### src/rtl/vlsu_addr_gen_if.sv
// Scheduler-side bus of the vector load/store address generator:
// two lane addresses with enables and access type, plus per-lane arrival and fault feedback.
interface vlsu_addr_gen_if;
  logic [31:0] addr0;
  logic [31:0] addr1;
  logic        lane_en0;
  logic        lane_en1;
  logic        mem_load;
  logic        mem_store;
  logic        arrived0;
  logic        arrived1;
  logic        exception;

  modport master (
    output addr0, addr1, lane_en0, lane_en1, mem_load, mem_store,
    input  arrived0, arrived1, exception
  );

  modport slave (
    input  addr0, addr1, lane_en0, lane_en1, mem_load, mem_store,
    output arrived0, arrived1, exception
  );
endinterface

### src/rtl/vlsu_addr_gen.sv
// Vector load/store address generator: walks a unit-stride or strided op two elements
// per step, holding each address pair until both lanes have arrived at the scheduler.
module vlsu_addr_gen #(
  parameter int VL_W = 6
) (
  input  logic              CLK,
  input  logic              nRST,
  input  logic              start,
  input  logic              load,
  input  logic              store,
  input  logic [31:0]       base_addr,
  input  logic [31:0]       stride,
  input  logic              strided,
  input  logic [1:0]        sew,
  input  logic [VL_W-1:0]   vl,
  vlsu_addr_gen_if.master   sched,
  output logic [VL_W-1:0]   elem_idx,
  output logic              busy,
  output logic              done,
  output logic              fault,
  output logic [VL_W-1:0]   fault_idx
);

  typedef enum logic [1:0] {
    IDLE = 2'd0,
    RUN  = 2'd1,
    FIN  = 2'd2
  } state_t;

  // Index arithmetic is one bit wider so idx+2 cannot wrap past vl.
  localparam logic [VL_W:0] ONE_E = {{VL_W{1'b0}}, 1'b1};
  localparam logic [VL_W:0] TWO_E = {{(VL_W-1){1'b0}}, 2'b10};

  state_t            state_r, state_s;
  logic [31:0]       cur_addr_r, cur_addr_s;
  logic [31:0]       step_r, step_s;
  logic [VL_W-1:0]   idx_r, idx_s;
  logic [VL_W-1:0]   vl_r, vl_s;
  logic              is_load_r, is_load_s;
  logic              got0_r, got0_s;
  logic              got1_r, got1_s;

  logic [31:0]       addr0_r, addr0_s;
  logic [31:0]       addr1_r, addr1_s;
  logic              lane_en0_r, lane_en0_s;
  logic              lane_en1_r, lane_en1_s;
  logic              mem_load_r, mem_load_s;
  logic              mem_store_r, mem_store_s;
  logic [VL_W-1:0]   elem_idx_r, elem_idx_s;
  logic              busy_r, busy_s;
  logic              done_r, done_s;
  logic              fault_r, fault_s;
  logic [VL_W-1:0]   fault_idx_r, fault_idx_s;

  logic              g0_s;
  logic              g1_s;
  logic              run_s;
  logic              accept_s;
  logic [VL_W:0]     idx_p2_s;

  // Next-state, datapath and next-output logic.
  always_comb begin
    state_s     = state_r;
    cur_addr_s  = cur_addr_r;
    step_s      = step_r;
    idx_s       = idx_r;
    vl_s        = vl_r;
    is_load_s   = is_load_r;
    got0_s      = got0_r;
    got1_s      = got1_r;
    fault_s     = 1'b0;
    fault_idx_s = fault_idx_r;

    accept_s = start & (load ^ store) & (sew != 2'd3);
    g0_s     = got0_r | sched.arrived0;
    g1_s     = got1_r | (sched.arrived1 & lane_en1_r) | ~lane_en1_r;
    idx_p2_s = {1'b0, idx_r} + TWO_E;

    case (state_r)
      IDLE: begin
        if (accept_s) begin
          fault_idx_s = {VL_W{1'b0}};
          if (vl == {VL_W{1'b0}}) begin
            state_s = FIN;
          end else begin
            state_s    = RUN;
            is_load_s  = load;
            vl_s       = vl;
            cur_addr_s = base_addr;
            step_s     = strided ? stride : (32'd1 << sew);
            idx_s      = {VL_W{1'b0}};
            got0_s     = 1'b0;
            got1_s     = 1'b0;
          end
        end else begin
          state_s = IDLE;
        end
      end
      RUN: begin
        // An exception wins over a pair completing in the same cycle.
        if (sched.exception) begin
          state_s     = FIN;
          fault_s     = 1'b1;
          fault_idx_s = g0_s ? (idx_r + ONE_E[VL_W-1:0]) : idx_r;
        end else if (g0_s && g1_s) begin
          if (idx_p2_s >= {1'b0, vl_r}) begin
            state_s = FIN;
          end else begin
            cur_addr_s = cur_addr_r + {step_r[30:0], 1'b0};
            idx_s      = idx_p2_s[VL_W-1:0];
            got0_s     = 1'b0;
            got1_s     = 1'b0;
          end
        end else begin
          got0_s = g0_s;
          got1_s = g1_s;
        end
      end
      FIN: begin
        state_s = IDLE;
      end
      default: begin
        state_s = IDLE;
      end
    endcase

    // Outputs are a registered image of the state being entered.
    run_s       = (state_s == RUN);
    addr0_s     = run_s ? cur_addr_s : 32'd0;
    addr1_s     = run_s ? (cur_addr_s + step_s) : 32'd0;
    lane_en0_s  = run_s;
    lane_en1_s  = run_s & (({1'b0, idx_s} + ONE_E) < {1'b0, vl_s});
    mem_load_s  = run_s & is_load_s;
    mem_store_s = run_s & ~is_load_s;
    elem_idx_s  = run_s ? idx_s : {VL_W{1'b0}};
    busy_s      = run_s;
    done_s      = (state_s == FIN);
  end

  // State, datapath and output registers.
  always_ff @(posedge CLK or negedge nRST) begin
    if (!nRST) begin
      state_r     <= IDLE;
      cur_addr_r  <= 32'd0;
      step_r      <= 32'd0;
      idx_r       <= {VL_W{1'b0}};
      vl_r        <= {VL_W{1'b0}};
      is_load_r   <= 1'b0;
      got0_r      <= 1'b0;
      got1_r      <= 1'b0;
      addr0_r     <= 32'd0;
      addr1_r     <= 32'd0;
      lane_en0_r  <= 1'b0;
      lane_en1_r  <= 1'b0;
      mem_load_r  <= 1'b0;
      mem_store_r <= 1'b0;
      elem_idx_r  <= {VL_W{1'b0}};
      busy_r      <= 1'b0;
      done_r      <= 1'b0;
      fault_r     <= 1'b0;
      fault_idx_r <= {VL_W{1'b0}};
    end else begin
      state_r     <= state_s;
      cur_addr_r  <= cur_addr_s;
      step_r      <= step_s;
      idx_r       <= idx_s;
      vl_r        <= vl_s;
      is_load_r   <= is_load_s;
      got0_r      <= got0_s;
      got1_r      <= got1_s;
      addr0_r     <= addr0_s;
      addr1_r     <= addr1_s;
      lane_en0_r  <= lane_en0_s;
      lane_en1_r  <= lane_en1_s;
      mem_load_r  <= mem_load_s;
      mem_store_r <= mem_store_s;
      elem_idx_r  <= elem_idx_s;
      busy_r      <= busy_s;
      done_r      <= done_s;
      fault_r     <= fault_s;
      fault_idx_r <= fault_idx_s;
    end
  end

  assign sched.addr0     = addr0_r;
  assign sched.addr1     = addr1_r;
  assign sched.lane_en0  = lane_en0_r;
  assign sched.lane_en1  = lane_en1_r;
  assign sched.mem_load  = mem_load_r;
  assign sched.mem_store = mem_store_r;
  assign elem_idx        = elem_idx_r;
  assign busy            = busy_r;
  assign done            = done_r;
  assign fault           = fault_r;
  assign fault_idx       = fault_idx_r;

endmodule

### src/flat_wrapper.sv
// flat-port wrapper written by rule: the top's interface ports become plain ports
module vlsu_addr_gen_flat 
#(
  parameter int VL_W = 6
)
  (CLK, nRST, start, load, store, base_addr, stride, strided, sew, vl, elem_idx, busy, done, fault, fault_idx, sched_addr0, sched_addr1, sched_lane_en0, sched_lane_en1, sched_mem_load, sched_mem_store, sched_arrived0, sched_arrived1, sched_exception);
  vlsu_addr_gen_if sched_i ();
  input  logic CLK;
  input  logic nRST;
  input  logic start;
  input  logic load;
  input  logic store;
  input  logic [31:0] base_addr;
  input  logic [31:0] stride;
  input  logic strided;
  input  logic [1:0] sew;
  input  logic [VL_W-1:0] vl;
  output logic [VL_W-1:0] elem_idx;
  output logic busy;
  output logic done;
  output logic fault;
  output logic [VL_W-1:0] fault_idx;
  output wire logic [$bits(sched_i.addr0)-1:0] sched_addr0;
  output wire logic [$bits(sched_i.addr1)-1:0] sched_addr1;
  output wire logic [$bits(sched_i.lane_en0)-1:0] sched_lane_en0;
  output wire logic [$bits(sched_i.lane_en1)-1:0] sched_lane_en1;
  output wire logic [$bits(sched_i.mem_load)-1:0] sched_mem_load;
  output wire logic [$bits(sched_i.mem_store)-1:0] sched_mem_store;
  input wire logic [$bits(sched_i.arrived0)-1:0] sched_arrived0;
  input wire logic [$bits(sched_i.arrived1)-1:0] sched_arrived1;
  input wire logic [$bits(sched_i.exception)-1:0] sched_exception;
  assign sched_addr0 = sched_i.addr0;
  assign sched_addr1 = sched_i.addr1;
  assign sched_lane_en0 = sched_i.lane_en0;
  assign sched_lane_en1 = sched_i.lane_en1;
  assign sched_mem_load = sched_i.mem_load;
  assign sched_mem_store = sched_i.mem_store;
  assign sched_i.arrived0 = sched_arrived0;
  assign sched_i.arrived1 = sched_arrived1;
  assign sched_i.exception = sched_exception;
  vlsu_addr_gen #(.VL_W(VL_W)) u_core (.CLK(CLK), .nRST(nRST), .start(start), .load(load), .store(store), .base_addr(base_addr), .stride(stride), .strided(strided), .sew(sew), .vl(vl), .sched(sched_i), .elem_idx(elem_idx), .busy(busy), .done(done), .fault(fault), .fault_idx(fault_idx));
endmodule
### config.mk
export PLATFORM = sky130hd
export DESIGN_NAME = vlsu_addr_gen_flat
export DESIGN_NICKNAME = d
export VERILOG_FILES = /design/src/rtl/vlsu_addr_gen_if.sv /design/src/rtl/vlsu_addr_gen.sv /design/src/flat_wrapper.sv
export SDC_FILE = /design/constraint.sdc
export NUM_CORES = 1
export LEC_CHECK = 0
export ABC_AREA = 1
export BUFFER_PORTS_ARGS = -buffer_cell sky130_fd_sc_hd__buf_2
export CELL_PAD_IN_SITES_DETAIL_PLACEMENT = 0
export CELL_PAD_IN_SITES_GLOBAL_PLACEMENT = 1
export CORE_ASPECT_RATIO = 0.75
export CORE_MARGIN = 2
export CORE_UTILIZATION = 43
export DETAILED_ROUTE_END_ITERATION = 7
export PLACE_DENSITY = 0.88
export SYNTH_ARGS = -nofsm -noshare
export SYNTH_HDL_FRONTEND = slang
export SYNTH_SLANG_ARGS = --single-unit
### constraint.sdc
create_clock -name CLK -period 5.6 [get_ports CLK]
set_input_delay 0.28 -clock CLK [delete_from_list [all_inputs] [get_ports CLK]]
set_output_delay 0.28 -clock CLK [all_outputs]
set_load 0.05 [all_outputs]
==> flow_metrics.env <==
export IMPL_synth_ff_type="dfrtp_1"
export IMPL_wl_um=36400
export IMPL_gp_congestion=0.938
export IMPL_muxShareOfSynthArea_pct=0
export IMPL_grt_overflow_total=0
export IMPL_diodes=0
export IMPL_synth_top_area_cell="dfrtp_1"
export IMPL_finClkSkew_ps=14.6
export IMPL_hold_viol_final=0
export IMPL_cts_root_buf="clkbuf_16"
export IMPL_ys_ff_latch=163
export IMPL_layout_common_cells="nand2_1, dfrtp_1, buf_2"
export IMPL_die_w_um=187
export IMPL_critPathBufInv=3
export IMPL_finalSetupViolCount=0
export IMPL_reg2reg_from="u_core.idx_r[1]$_DFF_PN0_"
export IMPL_grt_usage_pct=27.9
export IMPL_die_area_sq_um=26500
export IMPL_multi_input_area_sq_um=5970
export IMPL_core_area_sq_um=24800
export IMPL_arrival_ps=5680
export IMPL_startpoint="u_core.idx_r[1]$_DFF_PN0_"
export IMPL_worstSetupPathType="flip-flop to flip-flop"
export IMPL_drt_iter0_drc=1044
export IMPL_dpl_worst_slack_ps=475
export IMPL_fin_nets=1722
export IMPL_io_buffers=163
export IMPL_die_h_um=141
export IMPL_cts_max_level=4
export IMPL_antenna_found_initial=1
export IMPL_min_delay_start="vl[0]"
export IMPL_grt_start_max_net_pins=76
export IMPL_clock_path_buffers=2
export IMPL_wl_per_cell_um=19.1
export IMPL_synthXorXnorAreaFrac_pct=3.96
export IMPL_synth_simple_area_share_pct=25.3
export IMPL_synth_edf_count=0
export IMPL_syn_area_sq_um=10800
export IMPL_fin_crit_sh_pct=95.2
export IMPL_hp_class="input pin to flip-flop"
export IMPL_synth_area_per_cell_sq_um=7.75
export IMPL_num_rows=50
export IMPL_synthesis_nets=1562
export IMPL_instances_no_fill=1908
export IMPL_cts_buffers_inserted=17
export IMPL_ys_types=56
export IMPL_cts_clk_slew_worst_paths_ps=70
export IMPL_detail_route_first_pass_iterations=5
export IMPL_worstPathMaxFanout=15
export IMPL_io_pins=164
export IMPL_rsz0062_at_grt="no"
export IMPL_clock_fmax_ghz=0.188
export IMPL_yosys_warnings=0
export IMPL_synthAdderAreaFrac_pct=9.84
export IMPL_slowest_stage="dfrtp_1"
export IMPL_slew_headroom_pct=34.9
export IMPL_dp_cells=1874
export IMPL_worst_pin_slew_ps=976
export IMPL_min_period_ps=5330
export IMPL_fin_tns_setup_ps=0
export IMPL_cp_top_family="simple AND/OR/NAND/NOR gates"
export IMPL_synth_area_top_cells="dfrtp_1, nand2_1, ha_1"
export IMPL_grt_pass1_vias=9837
export IMPL_fillers=2441
export IMPL_regArea_sq_um=4080
export IMPL_synth_top_family_by_area="simple AND/OR/NAND/NOR gates"
export IMPL_final_layout_size_suffix_gt1_share_pct=18.0
export IMPL_worstSkewPairLatency_ps=440
export IMPL_max_stage_delay_ps=490
export IMPL_start_kind="flip-flop"
export IMPL_r2r_setup_slack_ps=270
export IMPL_via_per_inst=5.40
export IMPL_maxCapViolations=0
export IMPL_dp_hpwl_um=28300
export IMPL_worst_slack_ps=269
export IMPL_grt_pass1_wl_um=56000
export IMPL_synth_top_area_share_pct=37.7
export IMPL_outcome="completed"
export IMPL_drc=0
export IMPL_cts_tree="built"
export IMPL_synth_seq_area_share_pct=37.7
export IMPL_drv_slew=0
export IMPL_synth_compound_area_share_pct=15.8
export IMPL_dr_total_vias=10300
export IMPL_synthArstFlopShare_pct=100
export IMPL_worstPathRequired_ps=5950
export IMPL_end_kind="flip-flop"
export IMPL_clock_sinks=163
export IMPL_start_util_pct=43.6
export IMPL_mostFrequentLayoutCell="nand2_1"
export IMPL_synth_cells=1397
export IMPL_cpMostUsedCell="nand2_1"
export IMPL_synthToLayoutAreaGrowth_pct=15.9
export IMPL_ant_nets=0
[final timing paths]
check,depth (start not counted),to
setup / recovery,26,u_core.sched.addr1[23]$_DFF_PN0_
hold / removal,3,u_core.vl_r[0]$_DFF_PN0_
setup reg to reg,26,u_core.sched.addr1[23]$_DFF_PN0_
hold reg to reg,2,u_core.cur_addr_r[0]$_DFF_PN0_
max in group asynchronous,3,u_core.cur_addr_r[24]$_DFF_PN0_
min in group asynchronous,2,u_core.sched.addr0[21]$_DFF_PN0_
[layer usage]
metal  routed length, um  GRT usage, %  vias up
li1                    -             -     4944
met1               17800          43.5     4885
met2               14300          37.9      424
met3                3540          6.53       55
met4                 765          7.52        0
met5                   0             0        -
[cells in the mapped netlist, types with 2 or more instances]
library cell and number:
a21boi_0 2, a21boi_1 4, a21o_1 8, a21oi_1 106
a21oi_2 3, a221oi_1 2, a22oi_1 2, a31oi_1 7
and2_1 4, buf_2 13, buf_4 8, buf_6 6
clkbuf_1 10, dfrtp_1 163, fa_1 2, ha_1 82
inv_1 140, inv_2 8, nand2_1 334, nand2_2 7
nand2_4 4, nand3_1 49, nand3_2 3, nand3b_1 2
nand4_1 10, nand4_4 2, nor2_1 137, nor2_2 8
nor2_4 5, nor3_1 14, nor3_2 15, nor4_1 5
o211ai_1 10, o21a_1 5, o21ai_0 102, o21ai_1 9
o21ai_2 6, o21bai_1 7, o22ai_1 23, or2_1 2
or2_2 6, xnor2_1 25, xor2_1 24
[worst min-delay path: stages]
cell and delay [ps]:
buf_2 90, nand2_1 50, nand2_1 80
[cell families after synthesis]
kind of cell    count (synthesis)
simple gates                  612
compound gates                301
xor+xnor                       49
fa+ha+maj                      84
buf+inv                       188
flops                         163
[metrics by stage]
step / area (sq um) / utilization, % / hold WS [ps]
floorplan: 10800 / - / -15.6
global placement: 11900 / 48.1 / 184
detailed placement: 11900 / 48.1 / 188
CTS: 12500 / 50.5 / 77.5
global route: 12500 / 50.5 / 98.4
finish: 12500 / 50.5 / 89.9
[cell type report]
| class | instances | share of cell area [%] |
|---|---|---|
| Multi-Input combinational cell | 1047 | 47.6 |
| Sequential cell | 163 | 32.5 |
| Timing Repair Buffer | 178 | 7.47 |
| Inverter | 150 | 4.51 |
| Clock buffer | 21 | 3.67 |
| Tap cell | 338 | 3.37 |
| Clock inverter | 11 | 0.927 |
[timing repair]
| action | CTS | global route |
|---|---|---|
| hold buffers | 1 | 0 |
| endpoints found under the hold margin | 30 | 0 |
| endpoints found under the setup margin | 0 | 4 |
| buffers inserted | 0 | 0 |
| resized for setup | 0 | 1 |
[flip-flops by register name, indices dropped and copies added (netlist names), 2 cells and up]
signal	flops
u_core.state_r	2
u_core.sched.addr0	32
u_core.elem_idx	6
u_core.fault_idx	6
u_core.step_r	32
u_core.vl_r	6
u_core.idx_r	6
u_core.cur_addr_r	32
u_core.sched.addr1	32
Power is left out: the tool's default activity adds up to more than one toggle a clock period on the data nets, which glitch-free logic cannot reach.
